**config.mk**
```make
export PLATFORM = sky130hd
export DESIGN_NAME = lsu_mem_master
export DESIGN_NICKNAME = d
export VERILOG_FILES = /design/src/rtl/lsu_pkg.sv /design/src/rtl/lsu_lane_align.sv /design/src/rtl/lsu_mem_master.sv
export SDC_FILE = /design/constraint.sdc
export NUM_CORES = 1
export LEC_CHECK = 0
export BUFFER_PORTS_ARGS = -buffer_cell sky130_fd_sc_hd__buf_4
export CAP_MARGIN = 25
export CORE_MARGIN = 3
export CORE_UTILIZATION = 53
export CTS_CLUSTER_SIZE = 14
export DETAILED_ROUTE_END_ITERATION = 10
export PLACE_DENSITY = 0.81
export SYNTH_ARGS = -nofsm -noshare
export SYNTH_HDL_FRONTEND = slang
export SYNTH_SLANG_ARGS = --single-unit
export TNS_END_PERCENT = 1
```
**constraint.sdc**
```tcl
create_clock -name clk -period 5.3 [get_ports clk]
set_clock_uncertainty 0.05 [all_clocks]
set_input_delay 0.795 -clock clk [delete_from_list [all_inputs] [get_ports clk]]
set_output_delay 0.795 -clock clk [all_outputs]
set_load 0.03 [all_outputs]
```
**src/rtl/lsu_pkg.sv**
```systemverilog
// Shared definitions for the load/store unit: RV32I funct3 codes for memory
// accesses, the control-FSM state encoding, and a helper that classifies a
// request as illegal (bad funct3 or misaligned).
package lsu_pkg;

    localparam logic [2:0] F3_B  = 3'd0;
    localparam logic [2:0] F3_H  = 3'd1;
    localparam logic [2:0] F3_W  = 3'd2;
    localparam logic [2:0] F3_BU = 3'd4;
    localparam logic [2:0] F3_HU = 3'd5;

    typedef enum logic [2:0] {
        IDLE  = 3'd0,
        LOAD  = 3'd1,
        RMW   = 3'd2,
        STORE = 3'd3,
        ERR   = 3'd4,
        RESP  = 3'd5
    } lsu_state_e;

    // True when the request can never complete: unsigned stores do not exist,
    // halves need addr[0]==0 and words need addr[1:0]==0.
    function automatic logic req_is_bad(input logic       write,
                                        input logic [2:0] funct3,
                                        input logic [1:0] off);
        logic bad;
        bad = 1'b0;
        case (funct3)
            F3_B:    bad = 1'b0;
            F3_BU:   bad = write;
            F3_H:    bad = off[0];
            F3_HU:   bad = write | off[0];
            F3_W:    bad = (off != 2'b00);
            default: bad = 1'b1;
        endcase
        return bad;
    endfunction

endpackage

```
**src/rtl/lsu_lane_align.sv**
```systemverilog
// Combinational lane steering between a 32-bit memory word and the CPU.
// Ports:
//   word_i       memory word (RD)
//   wdata_i      store data from the CPU; low byte/half used for SB/SH
//   off_i        byte offset within the word
//   funct3_i     access size/sign selector
//   load_data_o  selected lane, sign- or zero-extended; 0 for illegal codes
//   store_word_o word_i with the addressed lane replaced by the store data
module lsu_lane_align
    import lsu_pkg::*;
(
    input  logic [31:0] word_i,
    input  logic [31:0] wdata_i,
    input  logic [1:0]  off_i,
    input  logic [2:0]  funct3_i,
    output logic [31:0] load_data_o,
    output logic [31:0] store_word_o
);

    logic [4:0]  shamt;
    logic [31:0] shifted;
    logic [31:0] lane_mask;
    logic [31:0] lane_data;

    // Shifting the word right by the byte offset puts the addressed lane at
    // bit 0, so byte and half selection share one shifter.
    always_comb begin
        shamt       = {off_i, 3'b000};
        shifted     = word_i >> shamt;
        load_data_o = 32'h0;
        case (funct3_i)
            F3_B:    load_data_o = {{24{shifted[7]}}, shifted[7:0]};
            F3_BU:   load_data_o = {24'h0, shifted[7:0]};
            F3_H:    load_data_o = {{16{shifted[15]}}, shifted[15:0]};
            F3_HU:   load_data_o = {16'h0, shifted[15:0]};
            F3_W:    load_data_o = word_i;
            default: load_data_o = 32'h0;
        endcase
    end

    // Store merge: a mask marks the lane being replaced; everything outside
    // it comes from the word read during the RMW cycle.
    always_comb begin
        lane_mask = 32'hFFFF_FFFF;
        lane_data = wdata_i;
        case (funct3_i)
            F3_B, F3_BU: begin
                lane_mask = 32'h0000_00FF << shamt;
                lane_data = {24'h0, wdata_i[7:0]} << shamt;
            end
            F3_H, F3_HU: begin
                lane_mask = 32'h0000_FFFF << shamt;
                lane_data = {16'h0, wdata_i[15:0]} << shamt;
            end
            default: begin
                lane_mask = 32'hFFFF_FFFF;
                lane_data = wdata_i;
            end
        endcase
        store_word_o = (word_i & ~lane_mask) | (lane_data & lane_mask);
    end

endmodule

```
**src/rtl/lsu_mem_master.sv**
```systemverilog
// Load/store unit driving a word-only data memory with combinational reads
// and clocked writes. Sub-word stores are done as read-modify-write.
// Ports:
//   clk, rst                  clock, async active-high reset
//   req_valid/req_ready       request handshake (ready only in IDLE)
//   req_write/funct3/addr/wdata  request fields
//   resp_valid                one-cycle completion pulse
//   resp_rdata/resp_err       load result / error flag, held until next accept
//   MemRead/MemWrite/addr/WD  memory strobes, word address and write data
//   RD                        memory read data
module lsu_mem_master
    import lsu_pkg::*;
#(
    parameter int ADDR_W = 32,
    parameter int DATA_W = 32
) (
    input  logic              clk,
    input  logic              rst,
    input  logic              req_valid,
    output logic              req_ready,
    input  logic              req_write,
    input  logic [2:0]        req_funct3,
    input  logic [ADDR_W-1:0] req_addr,
    input  logic [DATA_W-1:0] req_wdata,
    output logic              resp_valid,
    output logic [DATA_W-1:0] resp_rdata,
    output logic              resp_err,
    output logic              MemRead,
    output logic              MemWrite,
    output logic [ADDR_W-1:0] addr,
    output logic [DATA_W-1:0] WD,
    input  logic [DATA_W-1:0] RD
);

    lsu_state_e        state_q, state_d;
    logic [ADDR_W-1:0] lat_addr_q;
    logic [2:0]        lat_funct3_q;
    logic [DATA_W-1:0] lat_wdata_q;
    logic [DATA_W-1:0] merge_q;
    logic [DATA_W-1:0] resp_rdata_q;
    logic              resp_err_q;
    logic [31:0]       load_data;
    logic [31:0]       store_word;

    lsu_lane_align u_align (
        .word_i       (RD),
        .wdata_i      (lat_wdata_q),
        .off_i        (lat_addr_q[1:0]),
        .funct3_i     (lat_funct3_q),
        .load_data_o  (load_data),
        .store_word_o (store_word)
    );

    // Next-state decode. The request is classified directly from req_* at the
    // accept edge; that only steers the state, never the memory outputs.
    always_comb begin
        state_d = state_q;
        case (state_q)
            IDLE: begin
                if (req_valid) begin
                    if (req_is_bad(req_write, req_funct3, req_addr[1:0]))
                        state_d = ERR;
                    else if (!req_write)
                        state_d = LOAD;
                    else if (req_funct3 == F3_W)
                        state_d = STORE;
                    else
                        state_d = RMW;
                end
            end
            LOAD:    state_d = RESP;
            RMW:     state_d = STORE;
            STORE:   state_d = RESP;
            ERR:     state_d = RESP;
            RESP:    state_d = IDLE;
            default: state_d = IDLE;
        endcase
    end

    // Outputs depend only on state and latched fields, so a reset during
    // STORE removes MemWrite before the write edge.
    always_comb begin
        req_ready  = (state_q == IDLE);
        resp_valid = (state_q == RESP);
        MemRead    = (state_q == LOAD) || (state_q == RMW);
        MemWrite   = (state_q == STORE);
        addr       = '0;
        WD         = '0;
        if (MemRead || MemWrite)
            addr = {lat_addr_q[ADDR_W-1:2], 2'b00};
        if (MemWrite)
            WD = (lat_funct3_q == F3_W) ? lat_wdata_q : merge_q;
    end

    always_ff @(posedge clk or posedge rst) begin
        if (rst) begin
            state_q      <= IDLE;
            lat_addr_q   <= '0;
            lat_funct3_q <= '0;
            lat_wdata_q  <= '0;
            merge_q      <= '0;
            resp_rdata_q <= '0;
            resp_err_q   <= 1'b0;
        end else begin
            state_q <= state_d;
            case (state_q)
                IDLE: begin
                    if (req_valid) begin
                        lat_addr_q   <= req_addr;
                        lat_funct3_q <= req_funct3;
                        lat_wdata_q  <= req_wdata;
                        resp_rdata_q <= '0;
                        resp_err_q   <= 1'b0;
                    end
                end
                LOAD:    resp_rdata_q <= load_data;
                RMW:     merge_q      <= store_word;
                ERR:     resp_err_q   <= 1'b1;
                default: ;
            endcase
        end
    end

    assign resp_rdata = resp_rdata_q;
    assign resp_err   = resp_err_q;

endmodule

```
==> metrics.md <==
| Metric | Value |
|---|---|
| CP endpoint | `WD[16]` |
| Fillcell total | `950` |
| Sw frac | `0.410` |
| Worst setup path startpoint | `lat_funct3_q[0]` |
| Critical path startpoint category | `flip-flop` |
| Nets | `a little under 1k` |
| # clock sinks | `135` |
| CP Capture Type | `primary output` |
| Multi-input gate area | `0.00345 mm^2` |
| Crit Path Max Fanout | `33` |
| Post-Route WL | `22.5 mm` |
| Post-cts sizing count | `0` |
| Share of async-settable or async-resettable flops after synthesis | `1.00` |
| Post-synth EDFFs | `0` |
| Synth cell types | `48` |
| Total gr overflow | `0` |
| Total track usage | `0.309` |
| #FFs+latches synth | `about 140` |
| IO Port Bufs | `201` |
| Clock Path Buffers | `2` |
| Die height | `~120 um` |
| Area contributors post-synth | `dfrtp_1, mux2_2, nand2_1, a21oi_1, and2_1` |
| Chip width | `~120 um` |
| Largest net degree at the start of global routing | `59` |
| Setup violations, final | `0` |
| Initial antenna violation count | `0` |
| Mean post-synth cell area | `10.1 um^2` |
| Final Wtd Congestion | `~0.94` |
| PwrDens | `615 mW/mm^2` |
| R2r worst-path depth | `5` |
| Internal power | `3.39 mW` |
| Combinational power share | `0.439` |
| Period Utilization, post-route | `0.594` |
| Share of cells above drive strength 1 | `0.375` |
| Clock insertion delay at the later pin of the skew report | `420 ps` |
| DRC errors left | `0` |
| TritonCTS clock tree | `yes` |
| Worst-Margin Slew | `around 1000 ps` |
| Unrepaired setup endpoints after global routing | `false` |
| Crit path DAT | `2300 ps` |
| Max-cap viol count | `0` |
| CTS clock-pin slew for the worst setup and hold paths | `60 ps` |
| Synthesized instance count | `between 700 and 800` |
| Most frequent cell after synthesis | `dfrtp_1` |
| Outcome | `finished clean` |
| Total CTS buffers | `17` |
| Area grow syn2layout | `30.8%` |
| Core Util, Final | `0.724` |
| Post-CTS Hold Buffers | `0` |
| Post-synth top cells | `dfrtp_1, nand2_1, a21oi_1` |
| Initial Util | `0.553` |
| TNS Setup | `0 ps` |
| Min cycle time layout | `3150 ps` |
| Routed vias/inst | `between 6 and 7` |
| Setup Buffers After CTS | `0` |
| Slew Limit Headroom | `0.344` |
| Crit path kind | `reg -> out` |
| H-tree levels | `4` |
| Initial detailed-routing violation count | `645` |
| Row count | `41` |
| Synth Cell Area | `0.00713 mm^2` |
| Diode count | `0` |
| Core area | `0.0129 mm^2` |
| YS warnings | `0` |
| Register Area | `0.00338 mm^2` |
| Die area | `0.0149 mm^2` |
| Critical R2R Launch | `lat_addr_q[1]` |
| Main synth FF type | `dfrtp_1` |
| Routed Antenna Nets | `0` |
| First-pass GRT wire length | `35.2 mm` |
| Routed via count | `6519` |
| Post-DR wirelength/cell | `~21 um` |
| VDD IR-drop max | `0.000408 V` |
| Area share of the leading cell type in the synthesized netlist | `0.474` |
| Io pins | `204` |
| Sw Pwr | `2.35 mW` |
| Fin. Hold Viols | `0` |
| Fmax | `318 MHz` |
| Vias in the first global route | `between 6k and 7k` |
| Sequential-to-total area share from yosys stat | `0.474` |
| Reg-to-Reg End | `merge_q[16]` |
| Clock power frac | `0.222` |
| Final number of max-transition violations | `0` |
| Final HPWL DP | `~16 mm` |
| Reg2Reg Setup Slack | `2530 ps` |
| Lkg Pwr | `4.45 nW` |
| Area leader, netlist | `dfrtp_1` |
| Initial DRT Pass Iterations | `5` |
| Clk root buf | `clkbuf_16` |
| HP Class | `in -> async` |
| Worst endpoint required time | `around 4500 ps` |
| Sequential share of power | `0.339` |
## cells by family after synthesis
group	synth area share
flops	0.474
buf+inv	0.0437
mux	0.132
simple gates	0.149
other cells	0.000526
compound gates	0.202
## flip-flops by register name (all words and copies together), names as in the netlist
signal        count
lat_funct3_q      3
merge_q          32
resp_err          1
state_q           3
lat_wdata_q      32
lat_addr_q       32
resp_rdata       32
## layer usage
metal / global-route usage / part of all wire / vias up
met5: 0 / 0 / -
met4: 0.124 / 0.030 / 0
met3: 0.0877 / 0.094 / 62
met2: 0.497 / 0.49 / 373
met1: 0.397 / 0.39 / 3191
li1: - / - / 2893
## worst min-delay path by stage
| stage | cells after the start | slack [ps] | from | endpoint |
|---|---|---|---|---|
| after floorplan | 2 | 400 | merge_q[8] | merge_q[8] |
| after global placement | 2 | 420 | merge_q[4] | merge_q[4] |
| after detailed placement | 2 | 430 | merge_q[4] | merge_q[4] |
| after CTS | 2 | 370 | rst | lat_addr_q[9] |
| after global routing | 2 | 400 | rst | lat_addr_q[10] |
| final | 2 | 370 | rst | lat_addr_q[9] |
## area by class of cell
| type | count | area share |
|---|---|---|
| clock buffers | 20 | 0.0501 |
| clock inverters | 12 | 0.0187 |
| inverters | 7 | 0.00309 |
| multi-input cells | 502 | 0.371 |
| flip-flops and latches | 135 | 0.362 |
| well taps | 172 | 0.0231 |
| repair buffers | 214 | 0.172 |
## critical path: stages (launching register included)
cell and delay (ps):
dfrtp_1 530, or3b_2 840, nand2_1 210, a21oi_1 100, buf_4 190
## cell usage in the layout (no fill, tap or decap), types with 8 or more instances in the layout
cell type,instances
dfrtp_1,135
clkbuf_16,17
o21ai_1,19
o21ai_0,14
nand2_1,106
nor2_1,25
and2_1,32
mux2_2,68
a32oi_1,17
nand2b_1,11
o2bb2ai_1,12
a22oi_1,14
o22a_1,15
a22o_1,8
buf_4,214
a21oi_1,69
mux2i_1,15
a221o_1,13
nand2b_4,10
## power groups by stage
stage	Combinational (mW)	Sequential [mW]	Clock (mW)
6_report	2.52	1.94	1.27
5_1_grt	2.72	2.00	1.34
4_1_cts	2.52	1.93	1.29
3_5_place_dp	2.50	1.93	0
3_3_place_gp	2.42	1.91	0
2_1_floorplan	1.76	1.87	0
## metrics by stage
stage	hold WS, ps	power (mW)	std cells	setup WS [ps]	instance area (um^2)
after floorplan	398	3.63	707	844	7130
after global placement	417	4.33	1030	2670	8680
after detailed placement	425	4.43	1030	2620	8680
after CTS	371	5.74	1062	2140	9320
after global routing	401	6.06	1062	1970	9320
final	371	5.74	1062	2150	9320
No activity file was read; power rests on OpenSTA's default activity.
